## config.mk

```make
export PLATFORM = sky130hd
export DESIGN_NAME = mem_stage
export DESIGN_NICKNAME = d
export VERILOG_FILES = /design/src/rtl/mem_stage.sv
export SDC_FILE = /design/constraint.sdc
export NUM_CORES = 1
export LEC_CHECK = 0
export ABC_AREA = 1
export CAP_MARGIN = 20
export CORE_UTILIZATION = 50
export DETAILED_ROUTE_END_ITERATION = 6
export PLACE_DENSITY_LB_ADDON = 0.2
export REMOVE_ABC_BUFFERS = 1
export SLEW_MARGIN = 40
export SYNTH_ARGS = -nofsm -noshare
export SYNTH_HDL_FRONTEND = slang
export SYNTH_SLANG_ARGS = --single-unit
```

## constraint.sdc

```tcl
create_clock -name clk -period 3.3 [get_ports clk]
set_input_delay 0.33 -clock clk [delete_from_list [all_inputs] [get_ports clk]]
set_output_delay 0.33 -clock clk [all_outputs]
set_load 0.02 [all_outputs]
```

## src/rtl/mem_stage.sv

```systemverilog
// Memory-access pipeline stage: accepts execute results, waits on the data SRAM for loads,
// aligns/extends the returned word and hands the result to wb_stage over valid/allowin.
module mem_stage #(
    parameter int ES_TO_MS_BUS_WD = 73,
    parameter int MS_TO_WS_BUS_WD = 70
) (
    input  logic                       clk,
    input  logic                       reset,
    input  logic                       es_to_ms_valid,
    input  logic [ES_TO_MS_BUS_WD-1:0] es_to_ms_bus,
    output logic                       ms_allowin,
    input  logic                       ws_allowin,
    output logic                       ms_to_ws_valid,
    output logic [MS_TO_WS_BUS_WD-1:0] ms_to_ws_bus,
    input  logic                       data_sram_data_ok,
    input  logic [31:0]                data_sram_rdata,
    output logic [38:0]                ms_to_ds_bus
);

    typedef enum logic [1:0] {S_IDLE, S_WAIT, S_HOLD} state_t;

    state_t                     state_q, state_d;
    logic                       ms_valid_q, ms_valid_d;
    logic [ES_TO_MS_BUS_WD-1:0] es_bus_q, es_bus_d;
    logic                       got_data_q, got_data_d;
    logic [31:0]                rdata_r_q, rdata_r_d;

    logic [31:0] pc, alu_result, raw_word, load_data, rf_wdata;
    logic [2:0]  load_op;
    logic        rf_we;
    logic [4:0]  rf_addr;
    logic [1:0]  a;
    logic [7:0]  byte_sel;
    logic [15:0] half_sel;
    logic        is_load, in_is_load, data_ok, ms_ready_go;

    always_comb begin
        pc         = es_bus_q[72:41];
        load_op    = es_bus_q[40:38];
        rf_we      = es_bus_q[37];
        rf_addr    = es_bus_q[36:32];
        alu_result = es_bus_q[31:0];
        a          = alu_result[1:0];
        is_load    = (load_op >= 3'd1) && (load_op <= 3'd5);
        in_is_load = (es_to_ms_bus[40:38] >= 3'd1) && (es_to_ms_bus[40:38] <= 3'd5);
        // A data_ok pulse only counts while a load is actually waiting for it.
        data_ok     = data_sram_data_ok && (state_q == S_WAIT);
        ms_ready_go = !is_load || data_ok || got_data_q;
        ms_allowin     = !ms_valid_q || (ms_ready_go && ws_allowin);
        ms_to_ws_valid = ms_valid_q && ms_ready_go;
    end

    always_comb begin
        raw_word = data_ok ? data_sram_rdata : rdata_r_q;
        case (a)
            2'd0:    byte_sel = raw_word[7:0];
            2'd1:    byte_sel = raw_word[15:8];
            2'd2:    byte_sel = raw_word[23:16];
            default: byte_sel = raw_word[31:24];
        endcase
        half_sel = a[1] ? raw_word[31:16] : raw_word[15:0];
        case (load_op)
            3'd1:    load_data = {{24{byte_sel[7]}}, byte_sel};
            3'd2:    load_data = {24'd0, byte_sel};
            3'd3:    load_data = {{16{half_sel[15]}}, half_sel};
            3'd4:    load_data = {16'd0, half_sel};
            default: load_data = raw_word;
        endcase
        rf_wdata     = is_load ? load_data : alu_result;
        ms_to_ws_bus = {pc, rf_we, rf_addr, rf_wdata};
        ms_to_ds_bus = {ms_valid_q && rf_we, rf_addr, ms_to_ws_valid, rf_wdata};
    end

    always_comb begin
        ms_valid_d = ms_allowin ? es_to_ms_valid : ms_valid_q;
        es_bus_d   = (ms_allowin && es_to_ms_valid) ? es_to_ms_bus : es_bus_q;
        state_d    = state_q;
        got_data_d = got_data_q;
        rdata_r_d  = rdata_r_q;
        if (ms_allowin) begin
            got_data_d = 1'b0;
            state_d    = (es_to_ms_valid && in_is_load) ? S_WAIT : S_IDLE;
        end else if (data_ok) begin
            // wb_stage is stalled: park the returned word until it drains.
            got_data_d = 1'b1;
            rdata_r_d  = data_sram_rdata;
            state_d    = S_HOLD;
        end
    end

    always_ff @(posedge clk or negedge reset) begin
        if (!reset) begin
            state_q    <= S_IDLE;
            ms_valid_q <= 1'b0;
            es_bus_q   <= '0;
            got_data_q <= 1'b0;
            rdata_r_q  <= '0;
        end else begin
            state_q    <= state_d;
            ms_valid_q <= ms_valid_d;
            es_bus_q   <= es_bus_d;
            got_data_q <= got_data_d;
            rdata_r_q  <= rdata_r_d;
        end
    end

endmodule

```

Word-level counts from Yosys, hierarchy flattened
Index checks and enable logic that the tools add are counted.
{"block": "totals", "out_inout_bits": 111, "latchBits": 0, "word_cells": 41, "inputBits": 110, "mem_count": 0, "mem_bits_ro": 0, "reg_bits": 109, "ramBits": 0}
{"block": "classes", "addsub": 0, "magnitude_cmp": 4, "n_mul": 0, "bitwise_logic": 0, "div_mod_pow": 0, "eq_ne": 7, "n_reduce_logical": 15, "shifts": 0, "n_mux": 10}
{"cell": "32-bit one-hot mux with 4 select lines", "n": 1}
{"cell": "32-bit two-way mux", "n": 2}
{"cell": "8-bit one-hot mux with 3 select lines", "n": 1}
{"cell": "16-bit two-way mux", "n": 1}
{"cell": "1-bit logical AND", "n": 8}
{"cell": "3-bit by 2-bit equality test with 1-bit output, second input constant", "n": 2}
{"cell": "3-bit by 1-bit greater-or-equal comparator with 1-bit output, second input constant", "n": 2}
{"cell": "3-bit less-or-equal comparator, second input constant", "n": 2}
{"cell": "2-bit by 1-bit equality test with 1-bit output, second input constant", "n": 2}
{"cell": "2-bit two-way mux", "n": 2}
{"cell": "3-bit by 1-bit equality test with 1-bit output, second input constant", "n": 1}
{"cell": "3-bit equality test, second input constant", "n": 1}
{"cell": "1-bit logical OR", "n": 3}
{"cell": "1-bit two-way mux", "n": 3}
{"cell": "2-bit equality test, second input constant", "n": 1}
{"cell": "1-bit zero test", "n": 2}
{"cell": "2-bit zero test", "n": 1}
{"cell": "2-bit nonzero test", "n": 1}

Depth between registers and ports, before layout
{"block": "depth", "word_depth": 8, "depth_mapped": 13, "ltp_nobuf": 11}

Worst setup path after synthesis
OpenSTA, ideal clock, no wires.
{"block": "synth_timing", "kind": "flip-flop to output port", "startpoint": "reg state_q[1]", "endpoint": "out ms_to_ws_bus[15]", "t_arrival_ns": 1.862, "required_time_ns": 2.970, "path_slack_ns": 1.108, "path_stages_with_launch": 12, "path_buffers": 2, "cell_sequence": "dfrtp_1 -> inv_2 -> nand3_2 -> nand2_1 -> nand3_1 -> nand2_1 -> inv_1 -> nand2_1 -> nand3_2 -> buf_4 -> a21oi_1 -> buf_4"}
{"block": "synth_between", "elab_chain_len": 6, "word_cells_on_any_way": 7, "classes_between": "eq/ne (1); mux (5); reduce/logical (1)"}
{"item": "from (decl)", "line": "22", "text": "state_t state_q, state_d;"}
{"item": "from (signal assigned)", "line": "99", "text": "state_q <= state_d;"}
{"item": "2-bit by 1-bit equality test with 1-bit output *", "line": "47", "text": "data_ok = data_sram_data_ok && (state_q == S_WAIT);"}
{"item": "1-bit logical AND *", "line": "47"}
{"item": "32-bit two-way mux *"}
{"item": "8-bit one-hot mux with 3 select lines / 16-bit two-way mux (equally long branches)", "line": "55, 61"}
{"item": "32-bit one-hot mux with 4 select lines *", "line": "62", "text": "case (load_op)"}
{"item": "32-bit two-way mux *", "line": "69", "text": "rf_wdata = is_load ? load_data : alu_result;"}
{"item": "to (decl)", "line": "14", "text": "output logic [MS_TO_WS_BUS_WD-1:0] ms_to_ws_bus,"}
Mark *: on every way between the ends. The rest lies on a longest branch, timed or not.

Worst setup path in the final report
{"block": "layout_timing", "startpoint": "reg es_bus_q[38]", "endpoint": "out ms_to_ds_bus[29]"}
{"block": "layout_between", "elab_chain_len": 3, "word_cells_on_any_way": 9, "classes_between": "order compare (2); eq/ne (4); mux (2); reduce/logical (1)"}
{"item": "from (decl)", "line": "24", "text": "logic [ES_TO_MS_BUS_WD-1:0] es_bus_q, es_bus_d;"}
{"item": "from (signal assigned)", "line": "101", "text": "es_bus_q <= es_bus_d;"}
{"item": "3-bit equality test, or another cell as far along", "line": "62"}
{"item": "32-bit one-hot mux with 4 select lines / 1-bit logical AND (equally long branches)", "line": "62, 44"}
{"item": "32-bit two-way mux *", "line": "69"}
{"item": "to (decl)", "line": "17", "text": "output logic [38:0] ms_to_ds_bus"}
Marked as above.

==> run_results.csv <==
group,metric,value,unit
run_status,outcome,"complete, but fails checks",
run_status,violations,"DRC, hold timing",
critical_path,path_max_fanout,10,
route,ant_nets,0,
critical_path,start_kind,"flop",
clock_network,clkSinkCount,108,
global_route,grt_max_degree,70,
floorplanning,die_w,116,um
hold_path,min_path_type,"in2async",
critical_path,crit_arrival,2.69,ns
synthesis,seq_area_frac_synth,41.9,%
route,drt_iter0_markers,358,
clock_network,cts_setup_buffers,0,
synthesis,synth_cell_types,25,
floorplanning,fp.dieArea,13400,um2
layout,nFillCells,1122,
timing,hold_ws,-0.00000527,ns
power_and_ir_drop,powerDensity,1330,nW/um2
synthesis,avgSynthCellArea,7.38,um2
power_and_ir_drop,leakage,0.00419,uW
clock_network,htreeDepth,3,
floorplanning,die_y,116,um
run,maxCapViolCount,0,
route,totalWireLength,16900,um
layout,layout_common_cells,"290 x nand2_1, 218 x clkdlybuf4s50_1, 108 x dfrtp_1, 88 x nand3_1, 72 x inv_1",
timing,skew,0.00584,ns
synthesis,synth_area,6450,um2
clock_network,holdBufCountCts,0,
timing,maxSlewViolCount,0,
timing,finalSetupViolCount,0,
clock_network,cts_buffer_depth,2,
power_and_ir_drop,ir_worst_vdd,0.844,mV
timing,fmax,331,MHz
layout,drive_above_1_share,9.27,%
place,dp_hpwl,12300,um
timing,fin_setup_tns,0,ns
global_route,grt_pass1_wl,27300,um
synthesis,synthCells,875,
global_route,grt_usage,26.4,%
clock_network,tritoncts,"built",
route,via_per_inst,4.95,
timing,finalHoldViolCount,1,
route,first_pass_iters,7,
route,route.vias.total,5819,
route,drc_errors,2,
floorplanning,core,12600,um2
synthesis,ys_seq_elements,108,
floorplanning,start_util,51.2,%
layout,multi_input_area,2650,um2
timing,slew-limit-headroom,49.6,%
critical_path,required,2.97,ns
synthesis,synth_area_leader_cell,"dfrtp_1",
place,port-buffer-count,220,
global_route,first_global_vias,5517,
place,gp_congestion,0.829,
clock_network,numCtsBuffers,9,
layout,seqCellArea,2700,um2
layout,antenna_cells,0,
synthesis,netlist_top_cells_area,"dfrtp_1 42%, nand2_1 17%, buf_4 9.8%",
clock_network,clkTransAtPathRegs,0.07,ns
synthesis,yosysWarnings,0,
timing,fin_crit,3.02,ns
layout,final_nets,1108,
layout,layout_commonest_cell,"nand2_1",
timing,final.period_utilization,91.6,%
clock_network,cts-root-buf,"clkbuf_16",
route,wire_per_inst,14.4,um
floorplanning,io-pin-count,221,
timing,rsz0062_at_grt,"no",
timing,worst_slew_pin_slew,0.757,ns
critical_path,path_class,"reg2out",
global_route,grt_overflow_total,0,
critical_path,end_kind,"output pin",
global_route,antenna_found_initial,0,
synthesis,synth_top_cell_area_share,41.9,%
clock_network,clk_latency,0.35,ns
layout,synthToLayoutAreaGrowth,31.2,%
floorplanning,fp-row-count,41,
-- power breakdown --
group / internal, uW / switching, uW / total (uW)
sequential: 1940 / 383 / 2320
combinational: 3300 / 4530 / 7830
clock: 589 / 485 / 1070
-- synth_stat cells, drive strengths merged --
| library cell | instances |
|---|---|
| nand2 | 295 |
| buf | 108 |
| dfrtp | 108 |
| nand3 | 101 |
| inv | 74 |
| o21ai | 64 |
| nor2 | 50 |
| a21oi | 22 |
| or2 | 22 |
| clkbuf | 14 |
| a31oi | 7 |
| o22ai | 7 |
| and2 | 1 |
| nand4 | 1 |
| o211ai | 1 |
-- kinds of logic (layout without fill, tap and decap cells) --
kind of cell / Yosys count / count (layout) / synth area share, %
buffers and inverters: 196 / 324 / 17.2
AO/OA/AOI/OAI: 101 / 101 / 9.34
AND/OR/NAND/NOR: 470 / 470 / 31.6
flip-flops: 108 / 108 / 41.9
-- routing by layer --
layer,track usage [%],vias up,part of all wire (%)
met1,34.6,2673,44
met4,9.57,0,2.0
met2,42.6,206,47
li1,-,2916,-
met5,0,-,0
met3,6.54,24,7.1
-- layout make-up --
class,count,area share [%]
multi-input cells,571,31.3
clock inverters,4,0.591
flip-flops and latches,108,31.9
repair buffers,234,27.6
well taps,172,2.54
inverters,74,3.28
clock buffers,12,2.79
-- stage by stage --
step	total power, uW	setup slack [ns]	instances	instance area, um2	utilization [%]
3_3_place_gp	10100	0.307	1159	8180	64.8
5_1_grt	12100	0.0934	1175	8470	67.1
6_report	11200	0.277	1175	8470	67.1
3_5_place_dp	10200	0.290	1159	8180	64.8
4_1_cts	11300	0.201	1175	8470	67.1
2_1_floorplan	6640	-0.434	753	5620	-
-- what timing repair did --
action,4_1_cts,5_1_grt
hold endpoints to repair,0,0
gates resized for setup,0,1
setup endpoints to repair,0,3
-- critical path, cell delays in order, from the launching register on --
cell,delay [ns]
dfrtp_1,0.44
o21ai_1,0.20
inv_1,0.11
nor2_4,0.26
inv_1,0.21
nor2_1,0.18
nor2_1,0.08
nand3_2,0.08
nand2_1,0.05
inv_1,0.11
clkdlybuf4s50_1,0.62
-- state kept, by name, indices dropped and copies added (netlist names) --
name and flops:
es_bus_q 73, state_q 2, rdata_r_q 32, ms_valid_q 1
-- path summary, 6_finish.rpt --
check,from,end,slack [ns],cells past startpoint
max,es_bus_q[38],ms_to_ds_bus[29],0.28,10
min,reset,state_q[1],-0.000005,1
max reg2reg,es_bus_q[39],rdata_r_q[21],0.83,11
min reg2reg,es_bus_q[23],es_bus_q[23],0.46,2
max in group asynchronous,reset,es_bus_q[8],2.54,2
min in group clk,es_bus_q[23],es_bus_q[23],0.46,2
Power figures use the tool's default switching activity.
